### config.mk
export PLATFORM = sky130hd
export DESIGN_NAME = mem_port_arbiter_flat
export DESIGN_NICKNAME = d
export VERILOG_FILES = /design/src/rtl/mem_port_arbiter_pkg.sv /design/src/rtl/mem_port_arbiter_if.sv /design/src/rtl/mem_port_arbiter_bus_wait_timer.sv /design/src/rtl/mem_port_arbiter.sv /design/src/flat_wrapper.sv
export SDC_FILE = /design/constraint.sdc
export NUM_CORES = 1
export LEC_CHECK = 0
export CAP_MARGIN = 20
export CORE_ASPECT_RATIO = 0.8
export CORE_UTILIZATION = 40
export CTS_CLUSTER_DIAMETER = 80
export DETAILED_ROUTE_END_ITERATION = 10
export PLACE_DENSITY = 0.76
export SLEW_MARGIN = 25
export SYNTH_ARGS = -nofsm -noshare
export SYNTH_HDL_FRONTEND = slang
export SYNTH_HIERARCHICAL = 1
export SYNTH_SLANG_ARGS = --single-unit
### constraint.sdc
create_clock -name clk -period 10.7 [get_ports clk]
set_input_delay 2.14 -clock clk [delete_from_list [all_inputs] [get_ports clk]]
set_output_delay 2.14 -clock clk [all_outputs]
set_load 0.01 [all_outputs]
### src/rtl/mem_port_arbiter_pkg.sv
// Shared types and constants for the unified memory port arbiter.
package mem_port_arbiter_pkg;

    // Bus ownership: idle, instruction fetch in flight, or data access in flight.
    typedef enum logic [1:0] {
        IDLE  = 2'd0,
        FETCH = 2'd1,
        DATA  = 2'd2
    } arb_state_t;

    // Fetches and loads always read the whole word.
    localparam logic [3:0] BE_WORD = 4'hF;

endpackage

### src/rtl/mem_port_arbiter_if.sv
// Core-side (fetch / memory stage) and bus-side signals of the memory port arbiter.
interface mem_port_arbiter_if;
    // fetch stage
    logic        IReqF;
    logic [31:0] PCF;
    logic [31:0] InstrF;
    logic        IReadyF;
    logic        MemStallF;
    // memory stage
    logic        MemReqM;
    logic        MemWriteM;
    logic [3:0]  ByteEnM;
    logic [31:0] ALUOutM;
    logic [31:0] WriteDataM;
    logic        MemAdvM;
    logic [31:0] ReadDataM;
    logic        MemStallM;
    // unified memory bus
    logic        BusReq;
    logic        BusWe;
    logic [31:0] BusAddr;
    logic [31:0] BusWData;
    logic [3:0]  BusBe;
    logic        BusAck;
    logic [31:0] BusRData;
    logic        BusTimeout;

    // The arbiter itself.
    modport master (
        input  IReqF, PCF, MemReqM, MemWriteM, ByteEnM, ALUOutM, WriteDataM, MemAdvM,
        input  BusAck, BusRData,
        output InstrF, IReadyF, MemStallF, ReadDataM, MemStallM,
        output BusReq, BusWe, BusAddr, BusWData, BusBe, BusTimeout
    );

    // The pipeline plus the memory slave surrounding the arbiter.
    modport slave (
        output IReqF, PCF, MemReqM, MemWriteM, ByteEnM, ALUOutM, WriteDataM, MemAdvM,
        output BusAck, BusRData,
        input  InstrF, IReadyF, MemStallF, ReadDataM, MemStallM,
        input  BusReq, BusWe, BusAddr, BusWData, BusBe, BusTimeout
    );
endinterface

### src/rtl/mem_port_arbiter_bus_wait_timer.sv
// Counts cycles a bus request waits for its acknowledge and flags expiry.
module bus_wait_timer #(
    parameter int TIMEOUT = 256,
    parameter int CNT_W   = 9
) (
    input  logic clk,
    input  logic reset,
    input  logic i_clear,
    input  logic i_enable,
    output logic o_expire
);
    // The last waiting cycle before abort; unused when TIMEOUT is 0.
    localparam logic [CNT_W-1:0] LAST_CNT = CNT_W'(TIMEOUT - 1);

    logic [CNT_W-1:0] r_count;

    // Clear on every new grant, count cycles spent waiting for acknowledge.
    always_ff @(posedge clk or posedge reset) begin
        if (reset) begin
            r_count <= '0;
        end else if (i_clear) begin
            r_count <= '0;
        end else if (i_enable) begin
            r_count <= r_count + CNT_W'(1);
        end
    end

    assign o_expire = (TIMEOUT != 0) && i_enable && (r_count == LAST_CNT);
endmodule

### src/rtl/mem_port_arbiter.sv
// Arbitrates one memory bus between instruction fetch and data access,
// buffers the last fetched word and last loaded word, and aborts stuck requests.
module mem_port_arbiter
    import mem_port_arbiter_pkg::*;
#(
    parameter int TIMEOUT = 256,
    parameter int CNT_W   = 9
) (
    input  logic              clk,
    input  logic              reset,
    mem_port_arbiter_if.master bus
);
    arb_state_t  r_state;
    arb_state_t  w_state_next;

    logic        r_bus_req, r_bus_we;
    logic [31:0] r_bus_addr, r_bus_wdata;
    logic [3:0]  r_bus_be;
    logic        r_bus_timeout;

    logic        w_bus_req_next, w_bus_we_next;
    logic [31:0] w_bus_addr_next, w_bus_wdata_next;
    logic [3:0]  w_bus_be_next;

    logic [31:0] r_ibuf, r_itag, r_dbuf;
    logic        r_ibuf_valid;
    logic        r_done_m;

    logic        w_expire;
    logic        w_ack;
    logic [31:0] w_rdata;
    logic        w_fetch_ack, w_data_ack;
    logic        w_i_ready;
    logic        w_data_pend, w_fetch_pend;
    logic        w_can_grant, w_grant;

    // An abort is handled exactly like an acknowledge that returned zero.
    assign w_ack       = r_bus_req & (bus.BusAck | w_expire);
    assign w_rdata     = bus.BusAck ? bus.BusRData : '0;
    assign w_fetch_ack = (r_state == FETCH) & w_ack;
    assign w_data_ack  = (r_state == DATA) & w_ack;

    assign w_i_ready = (w_fetch_ack & (r_bus_addr == bus.PCF)) |
                       (r_ibuf_valid & (r_itag == bus.PCF));

    // The data access completing this cycle is no longer pending, so it is not re-issued.
    assign w_data_pend  = bus.MemReqM & ~r_done_m & ~w_data_ack;
    assign w_fetch_pend = bus.IReqF & ~w_i_ready;
    assign w_can_grant  = (r_state == IDLE) | w_ack;
    assign w_grant      = w_can_grant & (w_data_pend | w_fetch_pend);

    bus_wait_timer #(
        .TIMEOUT (TIMEOUT),
        .CNT_W   (CNT_W)
    ) u_timer (
        .clk      (clk),
        .reset    (reset),
        .i_clear  (w_grant),
        .i_enable (r_bus_req & ~bus.BusAck),
        .o_expire (w_expire)
    );

    // State register.
    always_ff @(posedge clk or posedge reset) begin
        if (reset) begin
            r_state <= IDLE;
        end else begin
            r_state <= w_state_next;
        end
    end

    // Next grant: data beats fetch, nothing preempts an in-flight transaction.
    always_comb begin
        w_state_next = r_state;
        if (w_can_grant) begin
            if (w_data_pend) begin
                w_state_next = DATA;
            end else if (w_fetch_pend) begin
                w_state_next = FETCH;
            end else begin
                w_state_next = IDLE;
            end
        end
    end

    // Next bus command and the combinational core-side outputs.
    always_comb begin
        w_bus_req_next   = 1'b0;
        w_bus_we_next    = 1'b0;
        w_bus_addr_next  = '0;
        w_bus_wdata_next = '0;
        w_bus_be_next    = '0;
        if (!w_can_grant) begin
            w_bus_req_next   = r_bus_req;
            w_bus_we_next    = r_bus_we;
            w_bus_addr_next  = r_bus_addr;
            w_bus_wdata_next = r_bus_wdata;
            w_bus_be_next    = r_bus_be;
        end else if (w_data_pend) begin
            w_bus_req_next   = 1'b1;
            w_bus_we_next    = bus.MemWriteM;
            w_bus_addr_next  = bus.ALUOutM;
            w_bus_wdata_next = bus.WriteDataM;
            w_bus_be_next    = bus.MemWriteM ? bus.ByteEnM : BE_WORD;
        end else if (w_fetch_pend) begin
            w_bus_req_next   = 1'b1;
            w_bus_addr_next  = bus.PCF;
            w_bus_be_next    = BE_WORD;
        end

        bus.IReadyF   = w_i_ready;
        bus.InstrF    = w_fetch_ack ? w_rdata : r_ibuf;
        bus.MemStallF = bus.IReqF & ~w_i_ready;
        bus.ReadDataM = (w_data_ack & ~r_bus_we) ? w_rdata : r_dbuf;
        bus.MemStallM = bus.MemReqM & ~r_done_m & ~w_data_ack;
    end

    // Registered bus command; stays frozen while a request waits.
    always_ff @(posedge clk or posedge reset) begin
        if (reset) begin
            r_bus_req   <= 1'b0;
            r_bus_we    <= 1'b0;
            r_bus_addr  <= '0;
            r_bus_wdata <= '0;
            r_bus_be    <= '0;
        end else begin
            r_bus_req   <= w_bus_req_next;
            r_bus_we    <= w_bus_we_next;
            r_bus_addr  <= w_bus_addr_next;
            r_bus_wdata <= w_bus_wdata_next;
            r_bus_be    <= w_bus_be_next;
        end
    end

    // Fetch/load buffers, data-done flag and sticky timeout flag.
    always_ff @(posedge clk or posedge reset) begin
        if (reset) begin
            r_ibuf        <= '0;
            r_itag        <= '0;
            r_ibuf_valid  <= 1'b0;
            r_dbuf        <= '0;
            r_done_m      <= 1'b0;
            r_bus_timeout <= 1'b0;
        end else begin
            if (w_fetch_ack) begin
                r_ibuf       <= w_rdata;
                r_itag       <= r_bus_addr;
                r_ibuf_valid <= 1'b1;
            end
            if (w_data_ack && !r_bus_we) begin
                r_dbuf <= w_rdata;
            end
            // Advancing retires the access, even one acknowledged in the same cycle.
            if (bus.MemAdvM) begin
                r_done_m <= 1'b0;
            end else if (w_data_ack) begin
                r_done_m <= 1'b1;
            end
            if (w_expire) begin
                r_bus_timeout <= 1'b1;
            end
        end
    end

    assign bus.BusReq     = r_bus_req;
    assign bus.BusWe      = r_bus_we;
    assign bus.BusAddr    = r_bus_addr;
    assign bus.BusWData   = r_bus_wdata;
    assign bus.BusBe      = r_bus_be;
    assign bus.BusTimeout = r_bus_timeout;
endmodule
### src/flat_wrapper.sv
// flat-port wrapper written by rule: the top's interface ports become plain ports
module mem_port_arbiter_flat import mem_port_arbiter_pkg::*;
#(
    parameter int TIMEOUT = 256,
    parameter int CNT_W   = 9
)
  (clk, reset, bus_IReqF, bus_PCF, bus_MemReqM, bus_MemWriteM, bus_ByteEnM, bus_ALUOutM, bus_WriteDataM, bus_MemAdvM, bus_BusAck, bus_BusRData, bus_InstrF, bus_IReadyF, bus_MemStallF, bus_ReadDataM, bus_MemStallM, bus_BusReq, bus_BusWe, bus_BusAddr, bus_BusWData, bus_BusBe, bus_BusTimeout);
  mem_port_arbiter_if bus_i ();
  input  logic clk;
  input  logic reset;
  input wire logic [$bits(bus_i.IReqF)-1:0] bus_IReqF;
  input wire logic [$bits(bus_i.PCF)-1:0] bus_PCF;
  input wire logic [$bits(bus_i.MemReqM)-1:0] bus_MemReqM;
  input wire logic [$bits(bus_i.MemWriteM)-1:0] bus_MemWriteM;
  input wire logic [$bits(bus_i.ByteEnM)-1:0] bus_ByteEnM;
  input wire logic [$bits(bus_i.ALUOutM)-1:0] bus_ALUOutM;
  input wire logic [$bits(bus_i.WriteDataM)-1:0] bus_WriteDataM;
  input wire logic [$bits(bus_i.MemAdvM)-1:0] bus_MemAdvM;
  input wire logic [$bits(bus_i.BusAck)-1:0] bus_BusAck;
  input wire logic [$bits(bus_i.BusRData)-1:0] bus_BusRData;
  output wire logic [$bits(bus_i.InstrF)-1:0] bus_InstrF;
  output wire logic [$bits(bus_i.IReadyF)-1:0] bus_IReadyF;
  output wire logic [$bits(bus_i.MemStallF)-1:0] bus_MemStallF;
  output wire logic [$bits(bus_i.ReadDataM)-1:0] bus_ReadDataM;
  output wire logic [$bits(bus_i.MemStallM)-1:0] bus_MemStallM;
  output wire logic [$bits(bus_i.BusReq)-1:0] bus_BusReq;
  output wire logic [$bits(bus_i.BusWe)-1:0] bus_BusWe;
  output wire logic [$bits(bus_i.BusAddr)-1:0] bus_BusAddr;
  output wire logic [$bits(bus_i.BusWData)-1:0] bus_BusWData;
  output wire logic [$bits(bus_i.BusBe)-1:0] bus_BusBe;
  output wire logic [$bits(bus_i.BusTimeout)-1:0] bus_BusTimeout;
  assign bus_i.IReqF = bus_IReqF;
  assign bus_i.PCF = bus_PCF;
  assign bus_i.MemReqM = bus_MemReqM;
  assign bus_i.MemWriteM = bus_MemWriteM;
  assign bus_i.ByteEnM = bus_ByteEnM;
  assign bus_i.ALUOutM = bus_ALUOutM;
  assign bus_i.WriteDataM = bus_WriteDataM;
  assign bus_i.MemAdvM = bus_MemAdvM;
  assign bus_i.BusAck = bus_BusAck;
  assign bus_i.BusRData = bus_BusRData;
  assign bus_InstrF = bus_i.InstrF;
  assign bus_IReadyF = bus_i.IReadyF;
  assign bus_MemStallF = bus_i.MemStallF;
  assign bus_ReadDataM = bus_i.ReadDataM;
  assign bus_MemStallM = bus_i.MemStallM;
  assign bus_BusReq = bus_i.BusReq;
  assign bus_BusWe = bus_i.BusWe;
  assign bus_BusAddr = bus_i.BusAddr;
  assign bus_BusWData = bus_i.BusWData;
  assign bus_BusBe = bus_i.BusBe;
  assign bus_BusTimeout = bus_i.BusTimeout;
  mem_port_arbiter #(.TIMEOUT(TIMEOUT), .CNT_W(CNT_W)) u_core (.clk(clk), .reset(reset), .bus(bus_i));
endmodule
==> results of run 1 <==
-- flip-flops by register name (all words and copies together) (netlist names), 2 cells and up --
signal,flops
u_core/bus.BusAddr,32
u_core/bus.BusWData,32
u_core/bus.BusBe,4
u_core/r_ibuf,32
u_core/r_dbuf,32
u_core/r_state,2
u_core/u_timer/r_count,9
u_core/r_itag,32
-- area by class of cell --
| class | instances | area [um2] |
|---|---|---|
| fillers | 1620 | 7750 |
| flip-flops and latches | 180 | 4500 |
| multi-input cells | 567 | 3270 |
| repair buffers | 285 | 2840 |
| clock buffers | 18 | 439 |
| well taps | 258 | 323 |
| clock inverters | 14 | 155 |
| inverters | 5 | 26.3 |
-- logic make-up after synthesis --
group / count (synthesis)
flip-flops: 180
XOR/XNOR: 68
AND/OR/NAND/NOR: 307
multiplexers: 1
AO/OA/AOI/OAI: 189
adder cells (fa/ha/maj): 2
buffers and inverters: 62
-- worst paths after layout --
path | from | endpoint | slack [ns] | cells after the start
hold reg to reg | u_core/r_ibuf[11] | u_core/r_ibuf[11] | 0.49 | 2
setup / recovery | bus_BusAck | bus_ReadDataM[31] | 2.80 | 9
max in group asynchronous | reset | u_core/r_itag[5] | 7.05 | 3
min in group asynchronous | reset | u_core/u_timer/r_count[4] | 2.15 | 2
setup reg to reg | u_core/bus.BusReq | u_core/u_timer/r_count[8] | 6.65 | 10
hold / removal | u_core/r_ibuf[11] | u_core/r_ibuf[11] | 0.49 | 2
-- placed cells by master, fill, tap and decap left out, types with 2 or more instances in the layout --
cell type / synthesis / layout
inv_8: 0 / 5
inv_1: 5 / 4
o211ai_1: 4 / 4
clkinv_8: 0 / 3
clkbuf_16: 0 / 17
nor2_1: 11 / 10
or4_1: 2 / 2
nand2_1: 204 / 204
inv_6: 0 / 4
clkinv_4: 0 / 3
ha_1: 2 / 2
or3_1: 3 / 3
nor4_1: 14 / 14
xnor2_1: 28 / 28
xor2_1: 40 / 40
a22o_1: 32 / 32
a22oi_1: 32 / 32
buf_4: 1 / 8
clkdlybuf4s50_1: 0 / 276
nor3_1: 3 / 3
and2_1: 2 / 2
nand4_1: 48 / 48
o21ai_2: 9 / 10
a21oi_1: 4 / 4
o21ai_0: 101 / 101
dfrtp_1: 180 / 180
nand3_1: 6 / 6
-- through the flow --
step | instances | total power [uW]
after floorplan | 809 | 1780
after CTS | 1326 | 3130
after global placement | 1294 | 2460
after detailed placement | 1294 | 2490
after global routing | 1327 | 3320
final | 1327 | 3120
-- synth_stat cells, types with 4 or more instances --
master | n | area (um2)
o211ai_1 | 4 | 30.0
a22o_1 | 32 | 280
o21ai_0 | 101 | 505
a21oi_1 | 4 | 20.0
dfrtp_1 | 180 | 4500
xnor2_1 | 28 | 245
nand3_1 | 6 | 30.0
clkbuf_1 | 43 | 161
o21ai_2 | 9 | 78.8
nand2_1 | 204 | 766
inv_1 | 5 | 18.8
nor4_1 | 14 | 87.6
buf_2 | 8 | 40.0
nor2_1 | 11 | 41.3
nand4_1 | 48 | 300
xor2_1 | 40 | 350
a22oi_1 | 32 | 240
-- per-layer routing --
layer	wire, um	vias up	track usage [%]
met5	0	-	0
met4	267	0	5.66
met3	1940	22	6.35
met2	11200	293	37.6
met1	10900	3470	33.5
li1	-	3330	-
-- critical path, delay by kind of cell --
family | cells | cell delay, ns
buf+inv | 3 | 1.23
simple gates | 4 | 1.78
compound gates | 2 | 0.57
-- where the power goes --
| part | internal (uW) | total [uW] | switching [uW] |
|---|---|---|---|
| sequential | 948 | 1140 | 194 |
| clock | 321 | 625 | 305 |
| combinational | 664 | 1350 | 691 |
==> results.tsv, run 1 <==
stage	metric	value	unit
outcome	outcome	complete, no violations	
global_routing	largest net degree at the start of global routing	108	
route	via count	7115	
finish	Ant. Diodes	0	
yosys	Avg Cell Area, Syn	9.91	um2
worst_setup_path	Startpoint Class	input pin	
timing	final count of hold timing violations	0	
yosys	multiplexer area fraction after synthesis	0.125	%
yosys	Seq/Total Area, Yosys	56.2	%
timing	setup ws final	2.80	ns
yosys	number of synthesized flops with an enable pin	0	
yosys	Post-Synth Simple-Gate Area	17.6	%
clocking	Post-CTS Resized	0	
yosys	largest family of logic cells by synthesized area	simple AND/OR/NAND/NOR gates	
timing	part of the cycle the worst path needs	73.9	%
pwr	IR drop worst, VDD	0.143	mV
run	max-cap violations	0	
floorplan	Die Footprint	20600	um2
yosys	Synth Area in XOR/XNOR	7.43	%
global_routing	GR Overflow Total	0	
clocking	clk sinks	180	
finish	Layout area overhead	44.2	%
yosys	Syn Nets	950	
yosys	post-synthesis cell count	809	
timing	Final Skew	0.0153	ns
worst_setup_path	Crit. End Element	output port	
floorplan	Core Region	19300	um2
timing	Least-Margin Pin Slew	0.888	ns
route	number of DRC markers in iteration 0	578	
worst_setup_path	Arr. time, crit path	5.76	ns
yosys	Mapped Area	8020	um2
route	DR WL/cell	18.3	um
timing	WHS	0.489	ns
yosys	number of synthesized register bits	180	
route	DRT Pass-1 Iters	5	
clocking	Root Driver	clkbuf_16	
route	DR DRC count	0	
timing	FMAX	127	MHz
floorplan	Die Wd	160	um
worst_setup_path	CP required	8.56	ns
worst_setup_path	WS Path Type	in -> out	
clocking	TritonCTS buffer count	17	
timing	headroom to the max-slew limit	40.8	%
pwr	PD cells	270	nW/um2
finish	layout cells sized above 1	5.80	%
global_routing	Tot GR Track Use	24.0	%
timing	fin. max-slew vios	0	
timing	Final Setup Violations	0	
placement	I/O Buffers	276	
worst_setup_path	cell breakdown of the critical path	clkdlybuf4s50_1 > buf_4 > nor2b_1 > and2_1 > o21ai_2 > nor3b_1 > nand2b_4 > o21ai_0 > clkdlybuf4s50_1	
yosys	Yosys cell types	46	
worst_setup_path	Worst path slowest cell	nor2b_1	
route	final wirelength	24300	um
clocking	post-CTS setup buffer count	0	
global_routing	initial antenna violation count	0	
placement	pre-CTS setup slack	2.62	ns
yosys	Adder-Cell Fraction of Synth Area	0.312	%
pwr	Lkg Pwr	0.00499	uW
placement	dpl hpwl	17100	um
floorplan	Die Ht	129	um
yosys	Post-synth ARST share	100	%
clocking	Clock transition at path regs	0.06	ns
finish	Final Cell Area	11600	um2
floorplan	Boundary Pins	277	
placement	placed inst area	10900	um2
placement	global placement routability congestion	0.991	
timing	unrepaired setup endpoints after global routing	no	
yosys	Yosys warning count	6	
route	Final ANT Viol Nets	0	
floorplan	# rows	45	
yosys	Synth Flop Type	dfrtp_1	
clocking	CTS H-tree lvls	4	
clocking	TritonCTS clock tree	done	
worst_setup_path	Crit Path Max Fanout	64	
floorplan	Starting Density	41.5	%
yosys	complex-gate fraction of the synthesized area	15.0	%
finish	nets	1197	
timing	Fin Setup TNS	0	ns
route	vias per cell	5.36	
hold_path	min-delay worst type	reg -> reg	
worst_setup_path	CP max stage delay	0.60	ns
global_routing	vias in the first global route	7052	
timing	crit path time final	7.90	ns
finish	post-layout util	59.8	%
worst_setup_path	Most common cell on crit path	clkdlybuf4s50_1	
global_routing	first-pass GRT wire length	38600	um
clocking	hold buffer count at CTS	0	
clocking	clock tree buffer depth	2	
clocking	worst skew pair latency	0.42	ns
(Power assumes the default switching activity.)
==> run 2: changes to the inputs <==
PLACE_DENSITY = 0.79   (was 0.76)
clock period = 6.4 ns   (was 10.7 ns; I/O delays follow)
==> run 2 against run 1 <==
  * Non-clock buffer count up 4
  * Register-to-register slack worse by 4.0 ns
  * Cell area up 0.14%
  * Die area unchanged
  * Sequential share of layout area down 0.055 points
==> results.tsv, run 2 (same netlist as run 1, synthesis figures left out) <==
stage	metric	value	unit
outcome	outcome	complete, no violations	
finish	most frequent cells in the layout	clkdlybuf4s50_1 (276), nand2_1 (204), dfrtp_1 (180), o21ai_0 (101), nand4_1 (48)	
finish	Layout area overhead	44.4	%
floorplan	Die Footprint	20600	um2
route	via count	7086	
worst_setup_path	Reg2Reg Launch Point	u_core/u_timer/r_count[0]	
placement	pre-CTS setup slack	1.07	ns
pwr	PD cells	452	nW/um2
pwr	switch share	37.5	%
pwr	Lkg Pwr	0.00499	uW
pwr	Sw Pwr	1960	uW
worst_setup_path	CP max stage delay	0.60	ns
timing	unrepaired setup endpoints after global routing	no	
floorplan	Starting Density	41.5	%
route	vias per cell	5.32	
clocking	clock tree buffer depth	2	
timing	crit path time final	5.33	ns
clocking	post-CTS setup buffer count	0	
clocking	TritonCTS buffer count	17	
clocking	CTS H-tree lvls	4	
worst_setup_path	Reg2Reg Depth	13	
timing	Final Setup Violations	0	
route	final wirelength	24000	um
timing	Least-Margin Pin Slew	0.909	ns
finish	Ant. Diodes	0	
finish	area occupied by registers	4500	um2
pwr	IR drop worst, VDD	0.241	mV
timing	part of the cycle the worst path needs	83.3	%
floorplan	Boundary Pins	277	
finish	layout cells sized above 1	6.15	%
worst_setup_path	WS Path Type	in -> out	
floorplan	Die Wd	160	um
worst_setup_path	Worst path slowest cell	clkdlybuf4s50_1	
pwr	share of power burned in registers	36.6	%
timing	headroom to the max-slew limit	39.2	%
global_routing	vias in the first global route	6925	
clocking	hold buffer count at CTS	0	
pwr	total power draw	5230	uW
worst_setup_path	Setup crit end	bus_ReadDataM[10]	
route	DR WL/cell	18.0	um
timing	Fin Setup TNS	0	ns
floorplan	# rows	45	
placement	dpl hpwl	17100	um
worst_setup_path	reg2reg end	u_core/bus.BusAddr[12]	
placement	placed cells	1299	
pwr	Pint	3270	uW
finish	# fillers	1646	
worst_setup_path	Arr. time, crit path	4.05	ns
route	DR DRC count	0	
floorplan	Die Ht	129	um
timing	setup ws final	1.07	ns
global_routing	initial antenna violation count	0	
route	Final ANT Viol Nets	0	
floorplan	Core Region	19300	um2
route	number of DRC markers in iteration 0	560	
timing	Final Skew	0.0160	ns
route	DRT Pass-1 Iters	5	
timing	FMAX	188	MHz
clocking	TritonCTS clock tree	done	
worst_setup_path	Startpoint Class	input pin	
timing	fin. max-slew vios	0	
worst_setup_path	Reg2Reg Setup Slack	2.68	ns
worst_setup_path	Crit. End Element	output port	
pwr	Combinational Power Share	43.0	%
clocking	worst skew pair latency	0.43	ns
run	max-cap violations	0	
clocking	Clock transition at path regs	0.08	ns
global_routing	GR Overflow Total	0	
worst_setup_path	Crit Path Max Fanout	64	
clocking	Post-CTS Resized	0	
global_routing	largest net degree at the start of global routing	79	
clocking	clk sinks	180	
worst_setup_path	cell breakdown of the critical path	clkdlybuf4s50_1 > nor2b_1 > buf_4 > and2_1 > o21ai_2 > nor3b_1 > nand2b_2 > buf_4 > nand2_1 > o21ai_0 > clkdlybuf4s50_1	
worst_setup_path	Crit. Startpoint	bus_BusAck	
finish	footprint of the multi-input gates	3260	um2
global_routing	first-pass GRT wire length	37900	um
placement	I/O Buffers	276	
hold_path	min-delay worst type	reg -> reg	
clocking	Root Driver	clkbuf_16	
global_routing	Tot GR Track Use	23.6	%
placement	global placement routability congestion	0.894	
finish	commonest non-fill, non-tap cell in the layout	clkdlybuf4s50_1	
pwr	clock power share	20.4	%
finish	nets	1201	
finish	Non-Filler Instances	1331	
worst_setup_path	CP required	5.12	ns
timing	final count of hold timing violations	0	
==> run 2: through the flow <==
step           instance area [um2]  utilization (%)  hold slack (ns)
2_1_floorplan                 8020                -            0.457
3_3_place_gp                 11000             56.8            0.470
3_5_place_dp                 11000             56.8            0.471
4_1_cts                      11600             59.9            0.492
5_1_grt                      11600             59.9            0.511
6_report                     11600             59.9            0.493
==> run 2: power groups by stage <==
stage | combinational (uW) | clock, uW | sequential (uW)
2_1_floorplan | 1040 | 0 | 1940
3_3_place_gp | 2210 | 0 | 1910
3_5_place_dp | 2250 | 0 | 1920
4_1_cts | 2260 | 1080 | 1910
5_1_grt | 2440 | 1140 | 1970
6_report | 2250 | 1070 | 1910
==> run 2: per-layer routing <==
layer	GRT usage (%)	share of wire, %
met3	6.09	7.2
met2	38.1	47
met1	31.7	45
met4	6.33	1.3
met5	0	0
==> run 2: worst min-delay path by stage <==
stage	start	to	slack (ns)	cells past startpoint
after floorplan	u_core/r_ibuf_valid	u_core/r_ibuf_valid	0.46	1
after global placement	u_core/bus.BusTimeout	u_core/bus.BusTimeout	0.47	1
after detailed placement	u_core/bus.BusTimeout	u_core/bus.BusTimeout	0.47	1
after CTS	u_core/bus.BusTimeout	u_core/bus.BusTimeout	0.49	1
after global routing	u_core/r_itag[2]	u_core/r_itag[2]	0.51	2
final	u_core/r_dbuf[22]	u_core/r_dbuf[22]	0.49	2
==> run 2: final cells by class <==
class	count	area share, %
well taps	258	2.79
inverters	5	0.205
clock inverters	14	1.36
multi-input cells	567	28.2
clock buffers	18	3.79
flip-flops and latches	180	38.9
repair buffers	289	24.7
==> run 2: worst max-delay path: cells and delay by family <==
family          cells  cell delay (ns)
compound gates      2             0.45
buf+inv             4             1.71
simple gates        5             0.57
